File: config.mk
export PLATFORM = sky130hd
export DESIGN_NAME = multiplier_seq
export DESIGN_NICKNAME = d
export VERILOG_FILES = /design/src/rtl/mult_pkg.sv /design/src/rtl/mult_abs.sv /design/src/rtl/multiplier_seq.sv
export SDC_FILE = /design/constraint.sdc
export NUM_CORES = 1
export LEC_CHECK = 0
export CAP_MARGIN = 0
export CORE_UTILIZATION = 42
export DETAILED_ROUTE_END_ITERATION = 7
export PLACE_DENSITY = 0.69
export SLEW_MARGIN = 20
export SYNTH_ARGS = -nofsm -noshare
export SYNTH_HDL_FRONTEND = slang
export SYNTH_SLANG_ARGS = --single-unit
File: constraint.sdc
create_clock -name clk -period 6.1 [get_ports clk]
set_input_delay 0.915 -clock clk [delete_from_list [all_inputs] [get_ports clk]]
set_output_delay 0.915 -clock clk [all_outputs]
set_load 0.01 [all_outputs]
File: src/rtl/mult_pkg.sv
// Shared types and helpers for the iterative shift-add multiplier.
package mult_pkg;

    localparam int DEFAULT_WIDTH = 32;

    typedef enum logic [1:0] {
        IDLE,
        CALC,
        FIX
    } state_t;

    function automatic int cnt_width(input int w);
        return $clog2(w + 1);
    endfunction

endpackage

File: src/rtl/mult_abs.sv
// Conditional two's-complement negator: magnitude of operands
// and sign restoration of the product.
module mult_abs #(
    parameter int W = 32
) (
    input  logic         i_neg,
    input  logic [W-1:0] i_val,
    output logic [W-1:0] o_val
);

    assign o_val = i_neg ? (~i_val + W'(1)) : i_val;

endmodule

File: src/rtl/multiplier_seq.sv
// Iterative shift-add multiplier, signed or unsigned, with a
// start/busy/done handshake and a full 2*WIDTH-bit product.
module multiplier_seq
    import mult_pkg::*;
#(
    parameter int WIDTH = DEFAULT_WIDTH
) (
    input  logic                 clk,
    input  logic                 rst,
    input  logic                 start,
    input  logic                 signed_mode,
    input  logic [WIDTH-1:0]     in0,
    input  logic [WIDTH-1:0]     in1,
    output logic                 busy,
    output logic                 done,
    output logic [2*WIDTH-1:0]   result
);

    localparam int CW = cnt_width(WIDTH);

    state_t               r_state;
    logic [WIDTH-1:0]     r_mcand;
    logic [WIDTH-1:0]     r_mplier;
    logic [2*WIDTH-1:0]   r_acc;
    logic [CW-1:0]        r_cnt;
    logic                 r_neg;
    logic                 r_busy;
    logic                 r_done;
    logic [2*WIDTH-1:0]   r_result;

    logic                 w_neg0;
    logic                 w_neg1;
    logic [WIDTH-1:0]     w_mag0;
    logic [WIDTH-1:0]     w_mag1;
    logic [WIDTH:0]       w_sum;
    logic [WIDTH:0]       w_hi;
    logic [2*WIDTH-1:0]   w_fixed;

    assign w_neg0 = signed_mode & in0[WIDTH-1];
    assign w_neg1 = signed_mode & in1[WIDTH-1];

    mult_abs #(.W(WIDTH)) u_abs0 (
        .i_neg (w_neg0),
        .i_val (in0),
        .o_val (w_mag0)
    );

    mult_abs #(.W(WIDTH)) u_abs1 (
        .i_neg (w_neg1),
        .i_val (in1),
        .o_val (w_mag1)
    );

    mult_abs #(.W(2*WIDTH)) u_fix (
        .i_neg (r_neg),
        .i_val (r_acc),
        .o_val (w_fixed)
    );

    // Upper half plus optional multiplicand; bit WIDTH is the carry.
    assign w_sum = {1'b0, r_acc[2*WIDTH-1:WIDTH]} + {1'b0, r_mcand};
    assign w_hi  = r_mplier[0] ? w_sum
                               : {1'b0, r_acc[2*WIDTH-1:WIDTH]};

    always_ff @(posedge clk) begin
        if (rst) begin
            r_state  <= IDLE;
            r_mcand  <= '0;
            r_mplier <= '0;
            r_acc    <= '0;
            r_cnt    <= '0;
            r_neg    <= 1'b0;
            r_busy   <= 1'b0;
            r_done   <= 1'b0;
            r_result <= '0;
        end else begin
            r_done <= 1'b0;
            unique case (r_state)
                IDLE: begin
                    if (start) begin
                        r_mcand  <= w_mag0;
                        r_mplier <= w_mag1;
                        r_neg    <= w_neg0 ^ w_neg1;
                        r_acc    <= '0;
                        r_cnt    <= CW'(WIDTH);
                        r_busy   <= 1'b1;
                        r_state  <= CALC;
                    end
                end
                CALC: begin
                    r_acc    <= {w_hi, r_acc[WIDTH-1:1]};
                    r_mplier <= r_mplier >> 1;
                    r_cnt    <= r_cnt - CW'(1);
                    if (r_cnt == CW'(1)) begin
                        r_state <= FIX;
                    end
                end
                FIX: begin
                    r_result <= w_fixed;
                    r_done   <= 1'b1;
                    r_busy   <= 1'b0;
                    r_state  <= IDLE;
                end
                default: begin
                    r_state <= IDLE;
                end
            endcase
        end
    end

    assign busy   = r_busy;
    assign done   = r_done;
    assign result = r_result;

endmodule

# Yosys cells after proc, flatten, opt, wreduce, memory -nomap -nowiden
# Index checks and enable logic that the tools add are counted.
# totals
ff_bits	203
latchBits	0
ramBits	0
romBits	0
in_bits	68
output_inout_bits	66
word_cells	48
n_memories	0
# op_classes
n_addsub	5
n_mul	0
n_div	0
magnitude_cmp	0
n_eq_ne	5
shift	0
muxes	16
bitwise_logic	6
reduce_logical	7
# op_table
op	n
64-bit two-way mux	2
64-bit one-hot mux with 2 select lines	1
32-bit two-way mux	3
32-bit by 1-bit adder with 32-bit output, second input constant	2
64-bit by 1-bit adder with 64-bit output, second input constant	1
32-bit inverter	2
64-bit inverter	1
32-bit one-hot mux with 2 select lines	1
32-bit by 32-bit adder with 33-bit output	1
33-bit two-way mux	1
6-bit one-hot mux with 2 select lines	1
2-bit AND reduction	4
6-bit by 1-bit == test with 1-bit output, second input constant	1
6-bit two-way mux	1
6-bit by 1-bit subtractor with 6-bit output, second input constant	1
2-bit two-way mux	2
2-bit != test, second input constant	2
2-bit one-hot mux with 2 select lines	1
2-bit nonzero test	2
1-bit bitwise AND	2
2-bit by 1-bit == test with 1-bit output, second input constant	1
2-bit == test, second input constant	1
2-bit logical NOT	1
1-bit two-way mux	2
2 further kinds	2

# Logic depth before layout (Yosys ltp)
# Gate-level depths: netlist of run 1.
# logic_depth
depth_word	5
depth_mapped	10
ltp_nobuf	10

# Modules after synthesis
# From an unflattened synthesis of run 1, not the netlist that was laid out.
# hier_totals
cells_unflattened	1406
hier_area_um2	11975.2
# modules_own_cells
module	instances	cells_each	area_each_um2
multiplier_seq	1	1002	8772.2
mult_abs at u_fix	1	206	1649.1
mult_abs at u_abs0 ...	2	99	777.0

# Worst setup path before layout of run 1
# OpenSTA, ideal clock, no wires.
# synth_path
path_type	input to register
startpoint	input port in1[1]
endpoint	register r_mplier[26]
setup_ns	0.128
arrival_time_ns	2.920
path_slack_ns	3.053
cell_stages	10
path_buffers	1
cell_sequence	inv_1 ha_1 or4b_1 or4_1 buf_2 nor3_1 nor2_1 xor2_1 a222oi_1 nor2_1
# synth_via
elab_chain_cells	5
# synth_lines
element	line	rtl
start, declared	multiplier_seq.sv:13	input logic [WIDTH-1:0] in1,
32-bit inverter	mult_abs.sv:11	assign o_val = i_neg ? (~i_val + W'(1)) : i_val;
32-bit by 1-bit adder with 32-bit output	mult_abs.sv:11	
32-bit two-way mux	mult_abs.sv:11	
32-bit two-way mux	multiplier_seq.sv:80	if (start) begin
32-bit one-hot mux with 2 select lines	multiplier_seq.sv:78	unique case (r_state)
end signal, assigned	multiplier_seq.sv:82	r_mplier <= w_mag1;
end signal, assigned	multiplier_seq.sv:92	r_mplier <= r_mplier >> 1;
end, declared	multiplier_seq.sv:23	logic [WIDTH-1:0] r_mplier;
# Every way passes these cells. The select of a mux whose other input is x is not followed.
# A chain may end at the register's enable or synchronous reset.

# Worst setup path in the final report of run 1
# layout_path
startpoint	input port in1[0]
endpoint	register r_mplier[26]
# Same word-level chain as after synthesis.

==> run_results.csv, run 1 <==
group,metric,value,unit
place,io_buffers,133,
floorplanning,chipWidth,168,µm
pwr,seqPwrFrac,43.3,%
clock_tree,numCtsBuffers,23,
critical_path,cp_max_fo,7,
logic_synthesis,synthTopCellsByCount,"dfxtp_1 (203), nand2_1 (150), nor2_1 (136)",
sta,rsz0062_at_grt,"false",
clock_tree,clkLatencyLatePin,0.51,ns
critical_path,required,6.47,ns
sta,slew_violations,0,
critical_path,ff2ff_setup_slack,2.90,ns
critical_path,crit_path_end_kind,"flop",
global_route,grt_use_met2,34.6,%
logic_synthesis,yosysTopAreaCellShare,35.3,%
critical_path,cp_common_cell,"nor2_1",
min_path,min_path_cells,2,
place,pre_cts_ws,2.30,ns
sta,fin_worst_skew,0.0112,ns
layout,area_growth,20.0,%
detailed_routing,drt_iter0_drc,833,
logic_synthesis,synth_edf_count,0,
critical_path,startpoint_type,"primary input",
clock_tree,cts.sinks,203,
logic_synthesis,synthFlopType,"dfxtp_1",
critical_path,worstPathArrival,3.68,ns
min_path,min_delay_worst_endpoint,"result[58]",
critical_path,cp.buffers_inverters,2,
logic_synthesis,synth.most_common_cell,"dfxtp_1",
logic_synthesis,ys_top_cells_by_area,"dfxtp_1 (35%), xor2_1 (7.4%), nand2_1 (4.9%)",
detailed_routing,drc,0,
global_route,grt_pass1_wl,51.5,mm
logic_synthesis,syn_nets,1512,
detailed_routing,drt_pass1_iterations,5,
floorplanning,num_rows,60,
sta,max_slew.worst_pin.slew,0.916,ns
floorplanning,core_area,0.0270,mm²
clock_tree,post_cts_resized,0,
logic_synthesis,post-synth-top-area-cell,"dfxtp_1",
floorplanning,die_y,168,µm
layout,drive_above_1_share,6.71,%
critical_path,critPathKind,"in -> reg",
sta,slew_headroom,39.0,%
layout,n_fill_cell,2607,
floorplanning,initial_utilization,42.7,%
critical_path,slowest_stage,"or4_1",
detailed_routing,via_per_inst,5.77,
pwr,switching_share,27.4,%
pwr,leakagePower,0.00528,µW
run_status,status,"finished clean",
critical_path,worstReg2RegStart,"r_acc[32]",
flow_run,cap_violations,0,
min_path,hold_class,"reg -> reg",
min_path,hp-start,"result[58]",
clock_tree,cts_tree,"yes",
clock_tree,clk_pin_slew_worst_paths,0.06,ns
pwr,pwr-share-comb,14.6,%
pwr,clock_power_share,42.1,%
logic_synthesis,synthCells,1406,
pwr,p_int,2380,µW
logic_synthesis,ys_seq_area_share,35.3,%
detailed_routing,vias,10657,
layout,fin_cells,1847,
layout,regArea,0.00407,mm²
global_route,overflow,0,
critical_path,crit_path_max_incr_delay,0.60,ns
critical_path,path_cells,"clkdlybuf4s50_1 -> inv_1 -> ha_1 -> or4b_1 -> or4_1 -> nor3_1 -> nor2_1 -> xor2_1 -> a222oi_1 -> nor2_1",
logic_synthesis,postSynthAreaPerCell,8.19,µm²
clock_tree,hold_buffers,0,
critical_path,reg2reg_depth,10,
detailed_routing,wl_per_cell,17.1,µm
floorplanning,die_area,0.0281,mm²
pwr,p_sw,897,µW
critical_path,cp_top_family,"simple AND/OR/NAND/NOR gates",
sta,fin_ws,2.79,ns
global_route,first_global_vias,10017,
global_route,grt_busiest_layer,"met2",
sta,max_clock_freq,0.302,GHz
sta,period_share,54.2,%
clock_tree,clock-root-buffer,"clkbuf_16",
floorplanning,io_pins,134,
layout,final_nets,1597,
logic_synthesis,yosysWarningCount,0,
detailed_routing,wirelength,31.7,mm
clock_tree,cts_max_level,1,
sta,setup_viol,0,
clock_tree,post-cts-setup-buffer-count,0,
pwr,vdd_drop_max,0.000156,V
critical_path,r2r-end,"r_acc[59]",
clock_tree,clock_path_buffers,3,
layout,multi_input_area,0.00709,mm²
global_route,grt_max_degree,96,
logic_synthesis,async_reset_ff_share,0,%
place,finalWeightedCongestion,0.891,
place,dp_hpwl,22.9,mm
global_route,grt_usage,22.2,%
logic_synthesis,synth_seq_cells,203,
layout,insertedDiodeCount,0,
pwr,power.density,237,mW/mm²
logic_synthesis,syn_area,0.0115,mm²
global_route,antenna_found_initial,0,
sta,finalCriticalPeriod,3.31,ns
sta,hold_viol,0,
global_route,use_met3,2.84,%
sta,fin_tns_setup,0,ns
place,dp_cells,1807,
global_route,met1_usage,31.6,%
logic_synthesis,yosysUniqueCellTypes,74,
detailed_routing,detail-route-antenna-nets,0,
[per-layer routing]
metal | vias up | routed length (µm)
li1 | 5335 | -
met1 | 4964 | 15400
met2 | 310 | 13700
met3 | 48 | 1740
met4 | 0 | 825
met5 | - | 0
[cells in the final DEF, fill, tap and decap left out, types with 29 or more instances in the layout]
cell type        synthesis  final
ha_1                    37     37
clkdlybuf4s50_1          0    132
nor2_1                 136    134
a21oi_1                 92     91
nand2_1                150    150
dfxtp_1                203    202
a22o_1                  34     34
o31ai_1                 29     29
xnor2_1                 42     42
nor3_1                  31     31
xor2_1                  97     97
o21ai_0                105    105
[worst max path at each step]
stage | startpoint | endpoint | slack, ns | cells past startpoint
floorplan | in1[1] | r_mplier[26] | 3.05 | 10
global placement | in1[1] | r_mplier[22] | 2.34 | 10
detailed placement | in1[0] | r_mplier[22] | 2.30 | 10
CTS | in1[0] | r_mplier[22] | 2.82 | 10
global route | in1[0] | r_mplier[22] | 2.61 | 10
finish | in1[0] | r_mplier[26] | 2.79 | 10
[logic make-up (layout without fill, tap and decap cells)]
group	Yosys count	in the layout	synth area share, %
AO/OA/AOI/OAI	447	447	26.2
XOR/XNOR	139	139	10.6
adder cells (fa/ha/maj)	38	38	4.19
buffers and inverters	107	207	3.50
flip-flops	203	203	35.3
multiplexers	11	11	1.01
AND/OR/NAND/NOR	461	461	19.2
[power by group through the flow]
stage,Sequential (µW),Clock (µW),Combinational (µW)
3_3_place_gp,1440,0,469
3_5_place_dp,1450,0,475
2_1_floorplan,1430,0,330
4_1_cts,1420,1400,478
5_1_grt,1420,1460,532
6_report,1420,1380,480
[registers in the layout, indices dropped and copies added (netlist names)]
signal and count:
r_mcand 32, r_mplier 32, r_state 2, result 64, r_acc 64, done 1
busy 1, r_cnt 6, r_neg 1
[through the flow]
stage | power (µW) | hold slack [ns] | cell area [µm²] | util [%]
after floorplan | 1760 | 0.436 | 11500 | -
after global placement | 1910 | 0.436 | 13100 | 48.5
after detailed placement | 1920 | 0.442 | 13100 | 48.5
after CTS | 3300 | 0.453 | 13800 | 51.3
after global routing | 3410 | 0.468 | 13800 | 51.3
final | 3270 | 0.447 | 13800 | 51.3
[tightest hold or removal path: stages, from the launching register on]
cell and delay [ns]:
dfxtp_1 0.31, nand2_1 0.05, o21ai_1 0.05
[cell type report]
class / count / share of cell area, %
multi-input combinational: 1096 / 51.3
sequential: 203 / 29.4
timing repair buffer: 145 / 10.2
clock buffer: 28 / 4.51
tap: 341 / 3.09
clock inverter: 12 / 0.878
inverter: 22 / 0.597
No activity file was read; power rests on OpenSTA's default activity.
==> inputs of run 2 (changes only) <==
==> constraint.sdc (replaced) <==
create_clock -name clk -period 3.4 [get_ports clk]
set_input_delay 0.51 -clock clk [delete_from_list [all_inputs] [get_ports clk]]
set_output_delay 0.51 -clock clk [all_outputs]
set_load 0.01 [all_outputs]
==> run 2 against run 1 <==
  * Combinational power grew 86%
  * Clock power grew 93%
  * Via count grew 2.0%
  * Non-clock buffer count grew 27
  * Sequential power grew 79%
  * Die area is the same
  * Clock skew grew 0.0037 ns
  * Core utilization grew 1.1 points
  * First-iteration DRC count grew 4.0%
  * Wire length grew 1.3%
==> run_results.csv, run 2 (synthesized netlist as in run 1, its figures left out) <==
group,metric,value,unit
run_status,status,"finished clean",
pwr,leakagePower,0.00547,µW
min_path,min_path_cells,2,
sta,slew_headroom,35.6,%
critical_path,cp_top_family,"simple AND/OR/NAND/NOR gates",
floorplanning,die_area,0.0281,mm²
floorplanning,core_area,0.0270,mm²
layout,regArea,0.00407,mm²
sta,fin_tns_setup,0,ns
clock_tree,clk_pin_slew_worst_paths,0.06,ns
min_path,min_delay_worst_endpoint,"r_acc[33]",
clock_tree,numCtsBuffers,24,
global_route,grt_pass1_wl,51.9,mm
layout,insertedDiodeCount,0,
critical_path,r2r-end,"result[63]",
critical_path,cp_max_fo,7,
clock_tree,hold_buffers,0,
place,dp_hpwl,23.7,mm
floorplanning,initial_utilization,42.7,%
floorplanning,num_rows,60,
critical_path,reg2reg_depth,7,
critical_path,ff2ff_setup_slack,0.33,ns
critical_path,crit_path_end_kind,"flop",
place,io_buffers,133,
min_path,hold_class,"in -> reg",
critical_path,cp.depth,7,
detailed_routing,wl_per_cell,17.1,µm
clock_tree,clock_path_buffers,3,
place,finalWeightedCongestion,0.869,
place,dp_cells,1834,
clock_tree,post_cts_resized,0,
pwr,vdd_drop_max,0.000347,V
global_route,first_global_vias,9981,
sta,period_share,90.2,%
critical_path,cp.buffers_inverters,0,
layout,n_fill_cell,2592,
clock_tree,clkLatencyLatePin,0.53,ns
global_route,antenna_found_initial,0,
critical_path,worstPathArrival,3.47,ns
detailed_routing,drt_iter0_drc,866,
sta,hold_viol,0,
min_path,hp-start,"rst",
critical_path,critPathKind,"reg -> reg",
layout,final_cell_mix,"dfxtp_1 (202), nand2_1 (150), nor2_1 (134)",
layout,fin_cells,1877,
detailed_routing,detail-route-antenna-nets,0,
clock_tree,cts.sinks,203,
layout,multi_input_area,0.00709,mm²
detailed_routing,via_per_inst,5.79,
sta,max_slew.worst_pin.slew,0.967,ns
global_route,overflow,0,
layout,final_common_cell,"dfxtp_1",
detailed_routing,drc,0,
layout,final_nets,1625,
detailed_routing,wirelength,32.1,mm
critical_path,path_cells,"or4_1 -> or2_2 -> nor4_1 -> a31oi_1 -> a21oi_1 -> xor2_1 -> o21ai_0",
sta,rsz0062_at_grt,"false",
floorplanning,io_pins,134,
detailed_routing,vias,10869,
critical_path,required,3.80,ns
sta,slew_violations,0,
clock_tree,post-cts-setup-buffer-count,0,
critical_path,worstReg2RegStart,"r_acc[26]",
layout,fin_util,52.4,%
clock_tree,clock-root-buffer,"clkbuf_16",
detailed_routing,drt_pass1_iterations,6,
sta,finalCriticalPeriod,3.07,ns
clock_tree,cts_max_level,1,
global_route,grt_usage,22.4,%
pwr,power.density,431,mW/mm²
clock_tree,cts_tree,"yes",
sta,max_clock_freq,0.326,GHz
flow_run,cap_violations,0,
floorplanning,die_y,168,µm
floorplanning,chipWidth,168,µm
layout,drive_above_1_share,8.53,%
critical_path,startpoint_type,"flop",
layout,area_growth,22.7,%
sta,setup_viol,0,
critical_path,slowest_stage,"or4_1",
global_route,grt_max_degree,90,
sta,fin_worst_skew,0.0149,ns
critical_path,crit_path_max_incr_delay,0.60,ns
==> run 2: cell count changes in the layout (fill, tap and decap cells not counted) <==
| cell | delta |
|---|---|
| buf_4 | +25 |
| buf_12 | +2 |
| clkinvlp_4 | -1 |
| bufinv_16 | +1 |
| clkinv_8 | +1 |
| clkbuf_16 | +1 |
| clkbuf_8 | +1 |
==> run 2: power by group <==
part           internal (µW)  total (µW)  leakage [µW]  switching (µW)
clock network           1610        2670      0.000404            1050
registers               2470        2540       0.00165            76.8
logic                    364         891       0.00341             527
==> run 2: worst max path at each step <==
stage / from / to / slack [ns]
after floorplan: in1[1] / r_mplier[26] / 0.76
after global placement: in1[6] / r_mplier[20] / 0.09
after detailed placement: in1[6] / r_mplier[20] / 0.07
after CTS: r_acc[26] / result[63] / 0.28
after global routing: r_acc[26] / result[63] / 0.18
final: r_acc[26] / result[63] / 0.33
==> run 2: final cells by class <==
| type | instances | area share, % |
|---|---|---|
| clock inverters | 13 | 1.13 |
| well taps | 341 | 3.02 |
| multi-input cells | 1096 | 50.2 |
| clock buffers | 30 | 4.69 |
| flip-flops and latches | 203 | 28.8 |
| repair buffers | 172 | 11.6 |
| inverters | 22 | 0.584 |
==> run 2: stage by stage <==
stage                     cell area [µm²]  power [µW]  setup WS (ns)  hold WS [ns]
after detailed placement            13300        3480         0.0678         0.442
after global placement              13300        3460         0.0925         0.436
after global routing                14100        6340          0.180         0.334
after floorplan                     11500        3150          0.758         0.436
final                               14100        6100          0.332         0.340
after CTS                           14100        6130          0.284         0.319
==> run 2: metal layers <==
layer,wire length [µm],track usage (%),vias up
li1,-,-,5399
met1,15200,31.6,5089
met2,14600,36.6,348
met3,1910,2.77,33
met4,422,4.55,0
met5,0,0,-
